`src/rtl/blink_seq.sv`:
```
// blink_seq: tick-driven multi-LED pattern sequencer with load handshake,
// programmable pass count (0 = forever), pause, abort and a one-cycle done pulse.
// Optional feature macro: BLINK_SEQ_DIM_EN adds a dim port and PWM gating of led.
module blink_seq #(
  parameter int NLED    = 4,
  parameter int STEPS   = 8,
  parameter int RBITS   = 4,
  parameter int PWMBITS = 4
) (
  input  logic                    clk,
  input  logic                    rst,
  input  logic                    tick,
  input  logic                    load_valid,
  output logic                    load_ready,
  input  logic [NLED*STEPS-1:0]   load_pattern,
  input  logic [RBITS-1:0]        load_repeat,
  input  logic                    pause,
  input  logic                    abort,
`ifdef BLINK_SEQ_DIM_EN
  input  logic [PWMBITS-1:0]      dim,
`endif
  output logic [NLED-1:0]         led,
  output logic [$clog2(STEPS)-1:0] step,
  output logic                    busy,
  output logic                    done
);

  // PWMBITS is folded in with a zero weight so it stays referenced when
  // dimming is compiled out.
  localparam int SW = $clog2(STEPS) + 0 * PWMBITS;

  typedef enum logic [1:0] {
    S_IDLE = 2'd0,
    S_RUN  = 2'd1,
    S_DONE = 2'd2
  } state_t;

  state_t                  state_q, state_d;
  logic [NLED*STEPS-1:0]   pat_q, pat_d;
  logic [RBITS-1:0]        rem_q, rem_d;
  logic [SW-1:0]           step_d;
  logic [NLED-1:0]         led_d;
  logic                    busy_d;
  logic                    done_d;
  logic [NLED-1:0]         gate;

  // The handshake is only offered in IDLE and never while reset is applied.
  assign load_ready = (state_q == S_IDLE) && !rst;

`ifdef BLINK_SEQ_DIM_EN
  logic [PWMBITS-1:0] pwm_cnt;

  // Free-running dimming counter; duty = dim / 2^PWMBITS.
  always_ff @(posedge clk or posedge rst) begin
    if (rst) pwm_cnt <= '0;
    else     pwm_cnt <= pwm_cnt + PWMBITS'(1);
  end

  assign gate = {NLED{pwm_cnt < dim}};
`else
  assign gate = {NLED{1'b1}};
`endif

  // State, pattern, pass counter and all registered outputs.
  always_ff @(posedge clk or posedge rst) begin
    if (rst) begin
      state_q <= S_IDLE;
      pat_q   <= '0;
      rem_q   <= '0;
      step    <= '0;
      led     <= '0;
      busy    <= 1'b0;
      done    <= 1'b0;
    end else begin
      state_q <= state_d;
      pat_q   <= pat_d;
      rem_q   <= rem_d;
      step    <= step_d;
      led     <= led_d;
      busy    <= busy_d;
      done    <= done_d;
    end
  end

  // Next-state and next-output decode: abort beats pause, pause beats tick;
  // a tick coinciding with the load handshake is ignored.
  always_comb begin
    state_d = state_q;
    pat_d   = pat_q;
    rem_d   = rem_q;
    step_d  = step;
    done_d  = 1'b0;

    unique case (state_q)
      S_IDLE: begin
        step_d = '0;
        if (load_valid) begin
          pat_d   = load_pattern;
          rem_d   = load_repeat;
          state_d = S_RUN;
        end
      end

      S_RUN: begin
        if (abort) begin
          state_d = S_IDLE;
          step_d  = '0;
        end else if (tick && !pause) begin
          if (step == SW'(STEPS - 1)) begin
            step_d = '0;
            // Zero means infinite, so it is tested before any decrement.
            if (rem_q != '0) begin
              if (rem_q == RBITS'(1)) begin
                state_d = S_DONE;
                done_d  = 1'b1;
              end
              rem_d = rem_q - RBITS'(1);
            end
          end else begin
            step_d = step + SW'(1);
          end
        end
      end

      S_DONE: begin
        state_d = S_IDLE;
        step_d  = '0;
      end

      default: begin
        state_d = S_IDLE;
        step_d  = '0;
      end
    endcase

    busy_d = (state_d == S_RUN);
    led_d  = '0;
    if (state_d == S_RUN)
      led_d = pat_d[step_d * NLED +: NLED] & gate;
  end

endmodule

```
`config.mk`:
```
export PLATFORM = sky130hd
export DESIGN_NAME = blink_seq
export DESIGN_NICKNAME = d
export VERILOG_FILES = /design/src/rtl/blink_seq.sv
export SDC_FILE = /design/constraint.sdc
export NUM_CORES = 1
export LEC_CHECK = 0
export CAP_MARGIN = 5
export CORE_ASPECT_RATIO = 0.5
export CORE_UTILIZATION = 50
export DETAILED_ROUTE_END_ITERATION = 8
export PLACE_DENSITY = 0.79
export RECOVER_POWER = 25
export SYNTH_ARGS = -nofsm -noshare
export SYNTH_HDL_FRONTEND = slang
export SYNTH_SLANG_ARGS = --single-unit
```
`constraint.sdc`:
```
create_clock -name clk -period 3.4 [get_ports clk]
set_input_delay 0.68 -clock clk [delete_from_list [all_inputs] [get_ports clk]]
set_output_delay 0.68 -clock clk [all_outputs]
set_load 0.005 [all_outputs]
```
==> reports/results.tsv, run 1 <==
stage	metric	value	unit
placement	numPortBuffers	51	
grt	grt_pass1_wl	8.07	mm
cells_and_area	nets	282	
floorplanning	die_x	99.2	um
hold_path	hold_class	reg -> reg	
power	power	1.48	mW
clock_network	h-tree-depth	2	
run	maxCapViolCount	0	
timing	holdWs	481	ps
critical_path	critPathLaunchType	input pin	
power	powerDensity	492	nW/um^2
routing	vias	1606	
power	peakVddDrop	0.240	mV
routing	drc	0	
critical_path	end_kind	output port	
timing	fin_worst_skew	10.1	ps
critical_path	cp_max_fo	2	
clock_network	cts_tree	done	
timing	fin_ws	818	ps
critical_path	crit_arrival	1900	ps
floorplanning	coreArea	4470	sq um
timing	slew_headroom	0.238	
logic_synthesis	ys_warn_count	0	
grt	grt_pass1_vias	1690	
logic_synthesis	syn_inst	183	
grt	grt_max_degree	48	
routing	drt_pre_antenna_iters	4	
timing	fmax	0.387	GHz
placement	gp_congestion	0.756	
floorplanning	die_area	5010	sq um
timing	worst_pin_slew	1140	ps
timing	rsz0062_at_grt	false	
critical_path	cp.required	2720	ps
logic_synthesis	ys_seq_elements	47	
timing	setup_violations	0	
clock_network	cts.sinks	47	
grt	grt_usage	0.213	
placement	pre_cts_slack	572	ps
clock_network	clock-root-buffer	clkbuf_8	
timing	tns	0	ps
clock_network	cts_max_path_buffers	2	
floorplanning	die_h	50.6	um
floorplanning	start_util	0.528	
timing	drv_slew	0	
floorplanning	io_pins	52	
outcome	outcome	finished clean	
logic_synthesis	synth_seq_area_share	0.498	
routing	routed_wl	4.73	mm
logic_synthesis	syn_avg_cell_area	12.9	sq um
clock_network	numCtsBuffers	5	
grt	grt_remaining_overflow	0	
placement	dp_hpwl	3.43	mm
cells_and_area	insertedDiodeCount	0	
routing	drt_iter0_markers	55	
timing	period_share	0.759	
logic_synthesis	syn_nets	229	
power	p_leak	1.24	nW
cells_and_area	syn_to_final_growth	27.6	%
grt	antenna_found_initial	0	
clock_network	postCtsSetupBuffers	0	
timing	hold_viol	0	
timing	fin_crit	2580	ps
floorplanning	rows	17	
routing	drtAntennaViolNets	0	
critical_path	crit_type	in -> out	
routing	avgViaCountPerCell	5.48	
logic_synthesis	ys_types	34	
clock_network	ctsResizeCount	0	
cells_and_area	drive_gt1_frac	0.203	
clock_network	clk_latency	300	ps
clock_network	postCtsHoldBufs	0	
logic_synthesis	syn-cell-area	2360	sq um
clock_network	clkTransAtPathRegs	80	ps
routing	avgRoutedWirePerCell	16.1	um
==> where the power goes <==
part / switching [mW] / total (mW) / leakage (nW) / internal, mW
combinational: 0.166 / 0.413 / 0.626 / 0.247
sequential: 0.0557 / 0.732 / 0.566 / 0.676
clock: 0.176 / 0.336 / 0.0470 / 0.160
total: 0.398 / 1.48 / 1.24 / 1.08
==> through the flow <==
stage                     area (sq um)  utilization  cells
after floorplan                   2360            -    183
after global placement            2930        0.655    286
after detailed placement          2930        0.655    286
after CTS                         3010        0.675    293
after global routing              3010        0.674    293
final                             3010        0.674    293
==> routing by layer <==
| layer | vias to the layer above | routed length [um] | GRT usage | part of all wire |
|---|---|---|---|---|
| met5 | - | 0 | 0 | 0 |
| met3 | 6 | 170 | 0.0529 | 0.036 |
| met2 | 35 | 2180 | 0.337 | 0.46 |
| met1 | 799 | 2330 | 0.292 | 0.49 |
| met4 | 0 | 49 | 0.0662 | 0.010 |
| li1 | 766 | - | - | - |
==> Yosys cell counts <==
library cell,n,share of area
o21bai_1,1,0.0032
nor3b_1,5,0.016
nand2_1,9,0.014
nor3b_2,2,0.011
mux2i_1,4,0.017
or2_1,1,0.0027
a31oi_1,1,0.0027
buf_2,4,0.0085
nor2b_1,3,0.0080
nand3_1,1,0.0021
buf_6,4,0.019
and2_1,3,0.0080
a21o_1,1,0.0032
dfrtp_1,47,0.50
o21ai_0,5,0.011
a21oi_1,7,0.015
a311oi_1,2,0.0074
a22oi_1,5,0.016
nand4_1,1,0.0027
nand2b_1,2,0.0053
mux2_4,10,0.064
inv_1,5,0.0080
a41oi_1,3,0.011
nor3_1,5,0.011
clkbuf_1,1,0.0016
or3b_1,1,0.0037
mux4_2,4,0.038
nor2_1,7,0.011
nand2b_4,1,0.0058
or2_2,3,0.0080
mux2_2,16,0.076
mux2_1,14,0.067
ha_1,4,0.021
nor4b_1,1,0.0037
==> registers in the layout (all words and copies together), names as in the netlist <==
register,flops
done,1
led,4
rem_q,4
pat_q,32
step,3
state_q,2
busy,1
==> kinds of logic (layout without fill, tap and decap cells) <==
group           Yosys count  after routing  synth area share
compound gates           25             25            0.0689
simple gates             45             45             0.112
mux                      48             48             0.262
buf+inv                  14             67            0.0371
fa+ha+maj                 4              4            0.0212
flops                    47             47             0.498
==> path summary, 6_finish.rpt <==
kind	slack, ps	depth (start not counted)	to	startpoint
max in group asynchronous	1490	3	pat_q[14]	rst
worst max-delay path	820	3	load_ready	rst
worst min register to register	480	1	pat_q[10]	pat_q[10]
worst min-delay path	480	1	pat_q[10]	pat_q[10]
worst max register to register	1120	5	led[3]	state_q[1]
min in group asynchronous	1220	3	pat_q[12]	rst
==> area by class of cell <==
type / instances / area [sq um]
inverter: 5 / 18.8
tap: 57 / 71.3
multi-input combinational: 122 / 1110
timing repair buffer: 55 / 551
clock inverter: 1 / 5.00
sequential: 47 / 1180
fill: 341 / 1460
clock buffer: 6 / 82.6
==> cells in the final DEF (no fill, tap or decap), drive strengths merged, types with 7 or more instances in the layout <==
cell           netlist  routed
a21oi                7       7
clkbuf               1       7
clkdlybuf4s50        0      50
dfrtp               47      47
mux2                40      40
nand2                9       9
nor2                 7       7
nor3b                7       7
==> critical path: stages <==
cell and delay [ps]:
dlygate4sd3_1 560, nor3_1 130, clkdlybuf4s50_1 530
Note: power is estimated with default switching activity, not from simulation.
==> run 2, diff against run 1 <==
- CORE_UTILIZATION: 50 -> 45
- PLACE_DENSITY: 0.79 -> 0.75
- clock period: 3.4 -> 2.3 ns (I/O delays scaled with it)
==> run 2 against run 1 <==
Clock power is 74% higher. Non-clock buffer count up 24. Sequential power increased by 48%. Final cell count grew 13%. Hold slack better by 3.2 ps. Die area increased by 11%. Critical endpoint is now led[3]. Largest power group unchanged.
==> reports/results.tsv, run 2 (same netlist as run 1, synthesis figures left out) <==
stage	metric	value	unit	change
routing	drt_iter0_markers	82		was 55
timing	fin_worst_skew	11.9	ps	was 10.1 ps
cells_and_area	largest_register_ffs	32		unchanged
critical_path	cp.required	2510	ps	was 2720 ps
timing	slew_headroom	0.231		was 0.238
cells_and_area	final_cell_mix	clkdlybuf4s50_1, dfrtp_1, buf_4, mux2_2, mux2_1		was clkdlybuf4s50_1, dfrtp_1, mux2_2, mux2_1, mux2_4
timing	period_share	0.946		
floorplanning	die_x	104	um	was 99.2 um
power	powerDensity	719	nW/um^2	was 492 nW/um^2
timing	fmax	0.460	GHz	
clock_network	h-tree-depth	2		unchanged
grt	grt_max_degree	48		unchanged
critical_path	critPathLaunchType	input pin		unchanged
placement	dp.cells	319		was 286
clock_network	clock-root-buffer	clkbuf_8		unchanged
routing	drtAntennaViolNets	0		unchanged
run	maxCapViolCount	0		unchanged
critical_path	crit_arrival	2390	ps	was 1900 ps
routing	wl_met1	2.38	mm	was 2.33 mm
clock_network	clk_latency	300	ps	about the same
cells_and_area	drive_gt1_frac	0.292		was 0.203
floorplanning	rows	18		was 17
placement	numPortBuffers	51		unchanged
cells_and_area	syn_to_final_growth	40.9	%	was 27.6%
routing	highest_layer	met4		unchanged
routing	routed-wl-met3	178	um	was 170 um
floorplanning	start_util	0.474		was 0.528
critical_path	cp_max_fo	5		was 2
timing	hold_viol	0		unchanged
timing	drv_slew	0		unchanged
critical_path	timing.rr.start	state_q[0]		was state_q[1]
clock_network	cts_tree	done		unchanged
floorplanning	die_h	53.2	um	was 50.6 um
timing	fin_ws	125	ps	was 818 ps
grt	grt_remaining_overflow	0		unchanged
critical_path	startpoint	tick		was rst
floorplanning	io_pins	52		unchanged
power	peakVddDrop	0.452	mV	was 0.240 mV
timing	worst_pin_slew	1150	ps	was 1140 ps
clock_network	numCtsBuffers	5		unchanged
power	p_leak	1.40	nW	was 1.24 nW
critical_path	crit_type	in -> reg		was in -> out
placement	pre_cts_slack	-222	ps	was 572 ps
cells_and_area	final_cell_count_no_fill	330		was 293
routing	drc	0		unchanged
placement	dp_hpwl	3.68	mm	was 3.43 mm
critical_path	end_kind	flop		was output port
cells_and_area	top_regs	pat_q x32, led x4, rem_q x4		unchanged
grt	grt_pass1_wl	8.09	mm	was 8.07 mm
routing	wl_met2	2.59	mm	was 2.18 mm
floorplanning	coreArea	4980	sq um	was 4470 sq um
hold_path	hold_class	reg -> reg		unchanged
grt	grt_pass1_vias	1713		was 1690
placement	gp_congestion	0.795		was 0.756
grt	antenna_found_initial	0		unchanged
routing	vias	1694		was 1606
outcome	outcome	finished clean		unchanged
timing	fin_crit	2180	ps	
clock_network	cts_max_path_buffers	2		unchanged
cells_and_area	nets	306		was 282
routing	avgRoutedWirePerCell	15.8	um	was 16.1 um
cells_and_area	regMostFlops	pat_q		unchanged
hold_path	min_from	pat_q[27]		was pat_q[10]
timing	setup_violations	0		unchanged
floorplanning	die_area	5560	sq um	was 5010 sq um
clock_network	cts.sinks	47		unchanged
cells_and_area	layout_commonest_cell	clkdlybuf4s50_1		unchanged
clock_network	clkTransAtPathRegs	80	ps	about the same
cells_and_area	insertedDiodeCount	0		unchanged
routing	avgViaCountPerCell	5.13		was 5.48
routing	drt_pre_antenna_iters	4		unchanged
routing	routed_wl	5.21	mm	was 4.73 mm
grt	grt_usage	0.196		was 0.213
run 2: critical path: stages:
cell	delay, ps
clkdlybuf4s50_1	450
nor2b_2	190
buf_4	180
mux2i_1	340
nor3b_4	380
a22oi_2	130
a41oi_1	250
run 2: power by group:
group / internal (mW) / switching [mW]
clock network: 0.319 / 0.266
registers: 1.00 / 0.0798
logic: 0.443 / 0.282
run 2: per-layer routing:
layer / track usage / up-vias
li1: - / 814
met1: 0.242 / 845
met2: 0.336 / 29
met3: 0.0554 / 6
met4: 0.0714 / 0
met5: 0 / -
run 2: worst paths after layout:
check	to	slack, ps	depth (start not counted)
hold / removal	pat_q[27]	480	1
setup reg to reg	led[3]	170	6
hold reg to reg	pat_q[27]	480	1
setup / recovery	led[3]	120	7
min in group asynchronous	pat_q[5]	1000	3
max in group asynchronous	led[1]	600	3
run 2: metrics by stage:
step                 util  hold slack [ps]  TNS [ps]  power [mW]  area, sq um
floorplan               -              447         0        1.50         2360
global placement    0.629              461      -751        1.74         3130
detailed placement  0.629              467      -800        1.79         3130
CTS                 0.649              487         0        2.38         3230
global route        0.668              504     -7.75        2.52         3320
finish              0.668              484         0        2.39         3320
run 2: cell type report:
cell class	count	area, sq um
Multi-Input combinational cell	122	1130
Tap cell	70	87.6
Sequential cell	47	1180
Inverter	5	18.8
Clock inverter	1	30.0
Clock buffer	6	72.6
Fill cell	375	1650
Timing Repair Buffer	79	806
run 2: timing repair:
action / 4_1_cts / 5_1_grt
resized for setup: 0 / 7
hold buffers: 0 / 0
setup endpoints to repair: 0 / 4
setup buffers: 0 / 2
